`config.mk`:
```
export PLATFORM = sky130hd
export DESIGN_NAME = and_gate_sync_flat
export DESIGN_NICKNAME = d
export VERILOG_FILES = /design/src/rtl/and_gate_sync_pkg.sv /design/src/rtl/and_gate_sync_if.sv /design/src/rtl/and_gate_sync_sat_counter.sv /design/src/rtl/and_gate_sync.sv /design/src/flat_wrapper.sv
export SDC_FILE = /design/constraint.sdc
export NUM_CORES = 1
export LEC_CHECK = 0
export ABC_AREA = 0
export CORE_AREA = 2 2 39 41
export CTS_CLUSTER_DIAMETER = 50
export DETAILED_ROUTE_END_ITERATION = 8
export DIE_AREA = 0 0 41 43
export PLACE_DENSITY = 0.72
export SETUP_SLACK_MARGIN = 0.15
export SLEW_MARGIN = 20
export SYNTH_ARGS = -nofsm -noshare
export SYNTH_HDL_FRONTEND = slang
export SYNTH_HIERARCHICAL = 1
export SYNTH_SLANG_ARGS = --single-unit
```
`constraint.sdc`:
```
create_clock -name clk -period 3.9 [get_ports clk]
set_input_delay 0.585 -clock clk [delete_from_list [all_inputs] [get_ports clk]]
set_output_delay 0.585 -clock clk [all_outputs]
set_load 0.02 [all_outputs]
```
`src/rtl/and_gate_sync_pkg.sv`:
```
// Shared defaults for the and_gate_sync block and its interface.
package and_gate_sync_pkg;

    localparam int unsigned DEFAULT_WIDTH = 1;
    localparam int unsigned DEFAULT_CNT_W = 8;

endpackage

```
`src/rtl/and_gate_sync_if.sv`:
```
// Operand/result bundle for and_gate_sync; master drives operands, slave returns results.
interface and_gate_sync_if
    import and_gate_sync_pkg::*;
#(
    parameter int unsigned WIDTH = DEFAULT_WIDTH,
    parameter int unsigned CNT_W = DEFAULT_CNT_W
) ();

    logic [WIDTH-1:0] a;
    logic [WIDTH-1:0] b;
    logic             en;
    logic [WIDTH-1:0] y;
    logic [WIDTH-1:0] y_q;
    logic             y_rise;
    logic             all_ones;
    logic [CNT_W-1:0] ones_cnt;

    modport master (
        output a, b, en,
        input  y, y_q, y_rise, all_ones, ones_cnt
    );

    modport slave (
        input  a, b, en,
        output y, y_q, y_rise, all_ones, ones_cnt
    );

endinterface

```
`src/rtl/and_gate_sync_sat_counter.sv`:
```
// Saturating up-counter with asynchronous active-high reset; holds at all-ones.
module and_gate_sync_sat_counter
    import and_gate_sync_pkg::*;
#(
    parameter int unsigned CNT_W = DEFAULT_CNT_W
) (
    input  logic             clk,
    input  logic             rst,
    input  logic             inc,
    output logic [CNT_W-1:0] count
);

    logic [CNT_W-1:0] count_q;
    logic [CNT_W-1:0] count_d;

    always_comb begin
        count_d = count_q;
        if (inc && (count_q != '1)) begin
            count_d = count_q + CNT_W'(1);
        end
    end

    always_ff @(posedge clk or posedge rst) begin
        if (rst) begin
            count_q <= '0;
        end else begin
            count_q <= count_d;
        end
    end

    assign count = count_q;

endmodule

```
`src/rtl/and_gate_sync.sv`:
```
// Bitwise AND with a clock-free combinational result, an enabled registered copy,
// a 0->1 edge pulse and a saturating count of all-ones cycles.
module and_gate_sync
    import and_gate_sync_pkg::*;
#(
    parameter int unsigned WIDTH = DEFAULT_WIDTH,
    parameter int unsigned CNT_W = DEFAULT_CNT_W
) (
    input  logic            clk,
    input  logic            rst,
    and_gate_sync_if.slave  bus
);

    logic [WIDTH-1:0] y_d;
    logic             all_ones_d;
    logic [WIDTH-1:0] y_q;
    logic             y_rise_q;

    // Combinational path never touches clk/rst/en.
    assign y_d        = bus.a & bus.b;
    assign all_ones_d = &y_d;

    always_ff @(posedge clk or posedge rst) begin
        if (rst) begin
            y_q      <= '0;
            y_rise_q <= 1'b0;
        end else if (bus.en) begin
            y_q      <= y_d;
            y_rise_q <= |(~y_q & y_d);
        end else begin
            y_rise_q <= 1'b0;
        end
    end

    and_gate_sync_sat_counter #(
        .CNT_W (CNT_W)
    ) u_ones_cnt (
        .clk   (clk),
        .rst   (rst),
        .inc   (bus.en & all_ones_d),
        .count (bus.ones_cnt)
    );

    assign bus.y        = y_d;
    assign bus.all_ones = all_ones_d;
    assign bus.y_q      = y_q;
    assign bus.y_rise   = y_rise_q;

endmodule

```
`src/flat_wrapper.sv`:
```
// flat-port wrapper written by rule: the top's interface ports become plain ports
module and_gate_sync_flat import and_gate_sync_pkg::*;
#(
    parameter int unsigned WIDTH = DEFAULT_WIDTH,
    parameter int unsigned CNT_W = DEFAULT_CNT_W
)
  (clk, rst, bus_a, bus_b, bus_en, bus_y, bus_y_q, bus_y_rise, bus_all_ones, bus_ones_cnt);
  and_gate_sync_if #(.WIDTH(WIDTH), .CNT_W(CNT_W)) bus_i ();
  input  logic clk;
  input  logic rst;
  input wire logic [$bits(bus_i.a)-1:0] bus_a;
  input wire logic [$bits(bus_i.b)-1:0] bus_b;
  input wire logic [$bits(bus_i.en)-1:0] bus_en;
  output wire logic [$bits(bus_i.y)-1:0] bus_y;
  output wire logic [$bits(bus_i.y_q)-1:0] bus_y_q;
  output wire logic [$bits(bus_i.y_rise)-1:0] bus_y_rise;
  output wire logic [$bits(bus_i.all_ones)-1:0] bus_all_ones;
  output wire logic [$bits(bus_i.ones_cnt)-1:0] bus_ones_cnt;
  assign bus_i.a = bus_a;
  assign bus_i.b = bus_b;
  assign bus_i.en = bus_en;
  assign bus_y = bus_i.y;
  assign bus_y_q = bus_i.y_q;
  assign bus_y_rise = bus_i.y_rise;
  assign bus_all_ones = bus_i.all_ones;
  assign bus_ones_cnt = bus_i.ones_cnt;
  and_gate_sync #(.WIDTH(WIDTH), .CNT_W(CNT_W)) u_core (.clk(clk), .rst(rst), .bus(bus_i));
endmodule
```
=== Word-level counts from Yosys, hierarchy flattened ===
Cells that the tools add are included.

* Flip-flop bits (word level): 10
* Bits in latches: 0
* Bits in writable memories: 0
* Bits in read-only memories: 0
* Output and inout port bits: 12
* Logic and storage cells: 11
* Memories: 0

* Add/sub/neg operators: 1
* Multiply operators: 0
* Div/mod/pow operators: 0
* Order comparisons: 0
* Equality and inequality tests: 1
* Shifts and indexed selects: 0
* Muxes and demuxes: 1
* Bitwise gates (word level): 4
* Reductions and logical operators: 1

{| class="wikitable"
|+ Operator list
! operator !! count
|-
| adder 8 x 1 -> 8 bit, second input constant || 1
|-
| != test 8 bit, second input constant || 1
|-
| AND 1 bit || 3
|-
| logical AND 1 bit || 1
|-
| two-way mux 1 bit || 1
|-
| inverter 1 bit || 1
|}

=== Depth between registers and ports, before layout ===
* Word-level depth: 3
* Depth in mapped cells: 4

=== Cells and area by module ===
Netlist, hierarchy kept.

{| class="wikitable"
|+ Modules (own cells, without submodules)
! module !! instances !! cells each !! area an instance (µm²) !! sequential area each (µm²)
|-
| and_gate_sync_sat_counter || 1 || 38 || 419.2 || 200.2
|-
| and_gate_sync || 1 || 9 || 98.8 || 50.0
|}

=== Worst setup path before layout ===
Ideal clock, no wire load.

* Path type: reg-to-reg
* Start point: reg u_core.u_ones_cnt.count_q[0], in the netlist u_core/u_ones_cnt/count[0]
* End point: reg u_core.u_ones_cnt.count_q[1], in the netlist u_core/u_ones_cnt/count[1]
* Arrival time: 1.458 ns
* Required time: 3.772 ns
* Setup slack: 2.314 ns
* Cell stages (with the launch flop): 5
* Clock period less this slack: 1.586 ns
* Cells stage by stage: dfrtp_1 ha_1 nand4_4 o21ai_2 mux2_1

* Word-level cells in the longest chain between the ends: 2

{| class="wikitable"
|+ RTL lines
! item !! RTL line !! RTL
|-
| start: declaration || and_gate_sync_sat_counter.sv:13 || <nowiki>logic [CNT_W-1:0] count_q;</nowiki>
|-
| start signal: assignment || and_gate_sync_sat_counter.sv:27 || <nowiki>count_q <= count_d;</nowiki>
|-
| parallel branches: the longest is 2 deep, another holds adder 8 x 1 -> 8 bit || n/a ||
|}

Parallel ways; which one is timed is not known.
A chain may end at the register's enable or synchronous reset.

=== Worst setup path in the final report ===
* Start point: in bus_a
* End point: out bus_all_ones

* Word-level cells in the longest chain between the ends: 1

{| class="wikitable"
|+ RTL lines
! item !! RTL line !! RTL
|-
| start: declaration || flat_wrapper.sv:11 || <nowiki>input wire logic [$bits(bus_i.a)-1:0] bus_a;</nowiki>
|-
| AND 1 bit || and_gate_sync.sv:20 || <nowiki>assign y_d = bus.a & bus.b;</nowiki>
|-
| end: declaration || flat_wrapper.sv:17 || <nowiki>output wire logic [$bits(bus_i.all_ones)-1:0] bus_all_ones;</nowiki>
|}

Every way passes these cells.

==> impl_metrics.json <==
{
  "status": "finished, final reports clean",
  "place_congestion": 0.691,
  "setup_violations": 0,
  "detail_route.iter0.violations": 5,
  "ant_nets": 0,
  "use_met2_pct": 19.4,
  "multi_input_area_um2": 249,
  "dpl_cell_area_um2": 691,
  "synth.distinct_cells": 23,
  "cp-startpoint": "bus_a",
  "cp.arrival_ns": 1.82,
  "finalSetupTns_ns": 0,
  "max_freq_mhz": 415,
  "final_nets": 73,
  "postRouteWirelength_um": 960,
  "wl_per_cell_um": 11.9,
  "path_clk_slew_ns": 0.06,
  "syn2layout_area_growth_pct": 37.7,
  "period_share_pct": 61.7,
  "vias": 407,
  "post_cts_buffers": 0,
  "clk_latency_ns": 0.25,
  "ioPinCount": 17,
  "whs_ns": 0.506,
  "grt_util_all_layers_pct": 14.5,
  "drv_cap": 0,
  "p_int_mw": 0.237,
  "antenna_found_initial": 0,
  "drive_above_1_share_pct": 12.3,
  "grt_busiest_layer": "met1",
  "cts_resized": 0,
  "use_met1_pct": 20.0,
  "grt.met3_usage_pct": 1.57,
  "synth_area_um2": 518,
  "cellPowerDensity_nw_per_um2": 535,
  "cp_max_fo": 3,
  "start_util_pct": 37.4,
  "power_frac_comb_pct": 37.0,
  "cts_made_buffers": 3,
  "synth_cells": 47,
  "drcViolationCount": 0,
  "n_antenna_cell": 0,
  "die_area_um2": 1760,
  "reg2reg_depth": 4,
  "switchingPower_mw": 0.145,
  "start_kind": "input pin",
  "leakage_nw": 0.291,
  "r2r-end": "u_core/u_ones_cnt/count[1]$_DFFE_PP0P_",
  "ctsRootBufferMaster": "clkbuf_4",
  "hp-class": "in2async",
  "synth-seq-cells": 10,
  "fin_worst_skew_ns": 0.00260,
  "rsz0062_at_grt": "no",
  "finalMaxSlewViolations": 0,
  "syn_area_per_cell_um2": 11.0,
  "io_buffers": 16,
  "grt_max_degree": 9,
  "period_needed_ns": 2.41,
  "die_height_um": 43,
  "hold_viol_final": 0,
  "num_rows": 14,
  "r2r_setup_slack_ns": 2.35,
  "grt_pass1_wl_um": 1690,
  "max-vdd-ir-drop_mv": 0.246,
  "worstSetupPathType": "in2out",
  "clock_sinks": 10,
  "fin_util_pct": 51.5,
  "clock_path_buffers": 2,
  "core_um2": 1380,
  "required_ns": 3.31,
  "layout_commonest_cell": "clkdlybuf4s50_1",
  "viasPerCell": 5.02,
  "grt_overflow": 0,
  "clkPwrFrac_pct": 17.2,
  "fill_cells": 129,
  "firstDrtPassIters": 4,
  "p_seq_share_pct": 45.8,
  "grt_pass1_vias": 374,
  "htreeDepth": 1,
  "ys_seq_area_share_pct": 48.3,
  "cts_tree": "yes",
  "swShare_pct": 37.9,
  "ctsHoldBuffers": 0,
  "relSlewSlack_pct": 78.9,
  "dieWidth_um": 41,
  "tightest_slew_ns": 0.316,
  "reg2reg_from": "u_core/u_ones_cnt/count[0]$_DFFE_PP0P_",
  "synth-warning-count": 6,
  "seq_area_um2": 250,
  "fin_area_um2": 713,
  "dp_hpwl_um": 739,
  "final_cell_mix": "clkdlybuf4s50_1 (16), dfrtp_1 (10), nand2_1 (4)",
  "crit_path_end_kind": "output pin",
  "syn-num-nets": 53
}
how the worst max path moves through the flow:
stage	slack [ns]	to	cells past startpoint
CTS	1.49	bus_all_ones	3
global route	1.46	bus_all_ones	3
global placement	1.52	bus_all_ones	3
floorplan	2.31	u_core/u_ones_cnt/count[1]$_DFFE_PP0P_	4
finish	1.49	bus_all_ones	3
detailed placement	1.48	bus_all_ones	3
power groups by stage:
stage / combinational (mW) / clock (mW) / sequential, mW
floorplan: 0.0466 / 0 / 0.201
global placement: 0.140 / 0 / 0.176
detailed placement: 0.142 / 0 / 0.177
CTS: 0.143 / 0.0684 / 0.175
global route: 0.154 / 0.0733 / 0.182
finish: 0.141 / 0.0658 / 0.175
cell families after synthesis:
| family | synth area share (%) |
|---|---|
| AND/OR/NAND/NOR | 22.0 |
| flip-flops | 48.3 |
| AO/OA/AOI/OAI | 13.3 |
| buffers and inverters | 3.62 |
| multiplexers | 8.70 |
| XOR/XNOR | 1.69 |
| adder cells (fa/ha/maj) | 2.42 |
worst max-delay path, cell delays in order:
cell and delay [ns]:
clkdlybuf4s50_1 0.49, and2_4 0.15, clkdlybuf4s50_1 0.60
cells in the mapped netlist:
library cell,instances,area (um2)
a21boi_1,1,7.51
a21oi_1,1,5.00
and2_4,1,8.76
and3_1,1,6.26
and3_4,1,11.3
buf_4,1,7.51
dfrtp_1,10,250
ha_1,1,12.5
inv_1,3,11.3
mux2_1,3,33.8
mux2_2,1,11.3
nand2_1,4,15.0
nand3_1,3,15.0
nand4_1,3,18.8
nand4_4,1,21.3
nor2_1,2,7.51
nor3_1,2,10.0
o2111a_1,1,11.3
o21ai_1,1,5.00
o21ai_2,1,8.76
o21bai_1,3,22.5
o31a_1,1,8.76
xnor2_1,1,8.76
routing by layer:
layer	up-vias	wire length (um)	share of wire (%)
li1	208	-	-
met1	187	440	46
met2	10	462	48
met3	2	42	4.4
met4	0	14	1.5
met5	-	0	0
stage by stage:
stage / cells / setup WS [ns] / power, mW
finish: 81 / 1.49 / 0.382
global route: 81 / 1.46 / 0.410
CTS: 81 / 1.49 / 0.386
detailed placement: 78 / 1.48 / 0.319
global placement: 78 / 1.52 / 0.316
floorplan: 47 / 2.31 / 0.248
final cells by class:
class	count	share of cell area, %
clock buffers	3	3.16
inverters	3	1.58
multi-input cells	33	34.9
flip-flops and latches	10	35.1
well taps	16	2.81
repair buffers	16	22.5
registers in the layout (all words and copies together), names as in the netlist:
name	count
u_core/bus.y_q	1
u_core/bus.y_rise	1
u_core/u_ones_cnt/count	8
Power figures use the tool's default switching activity.
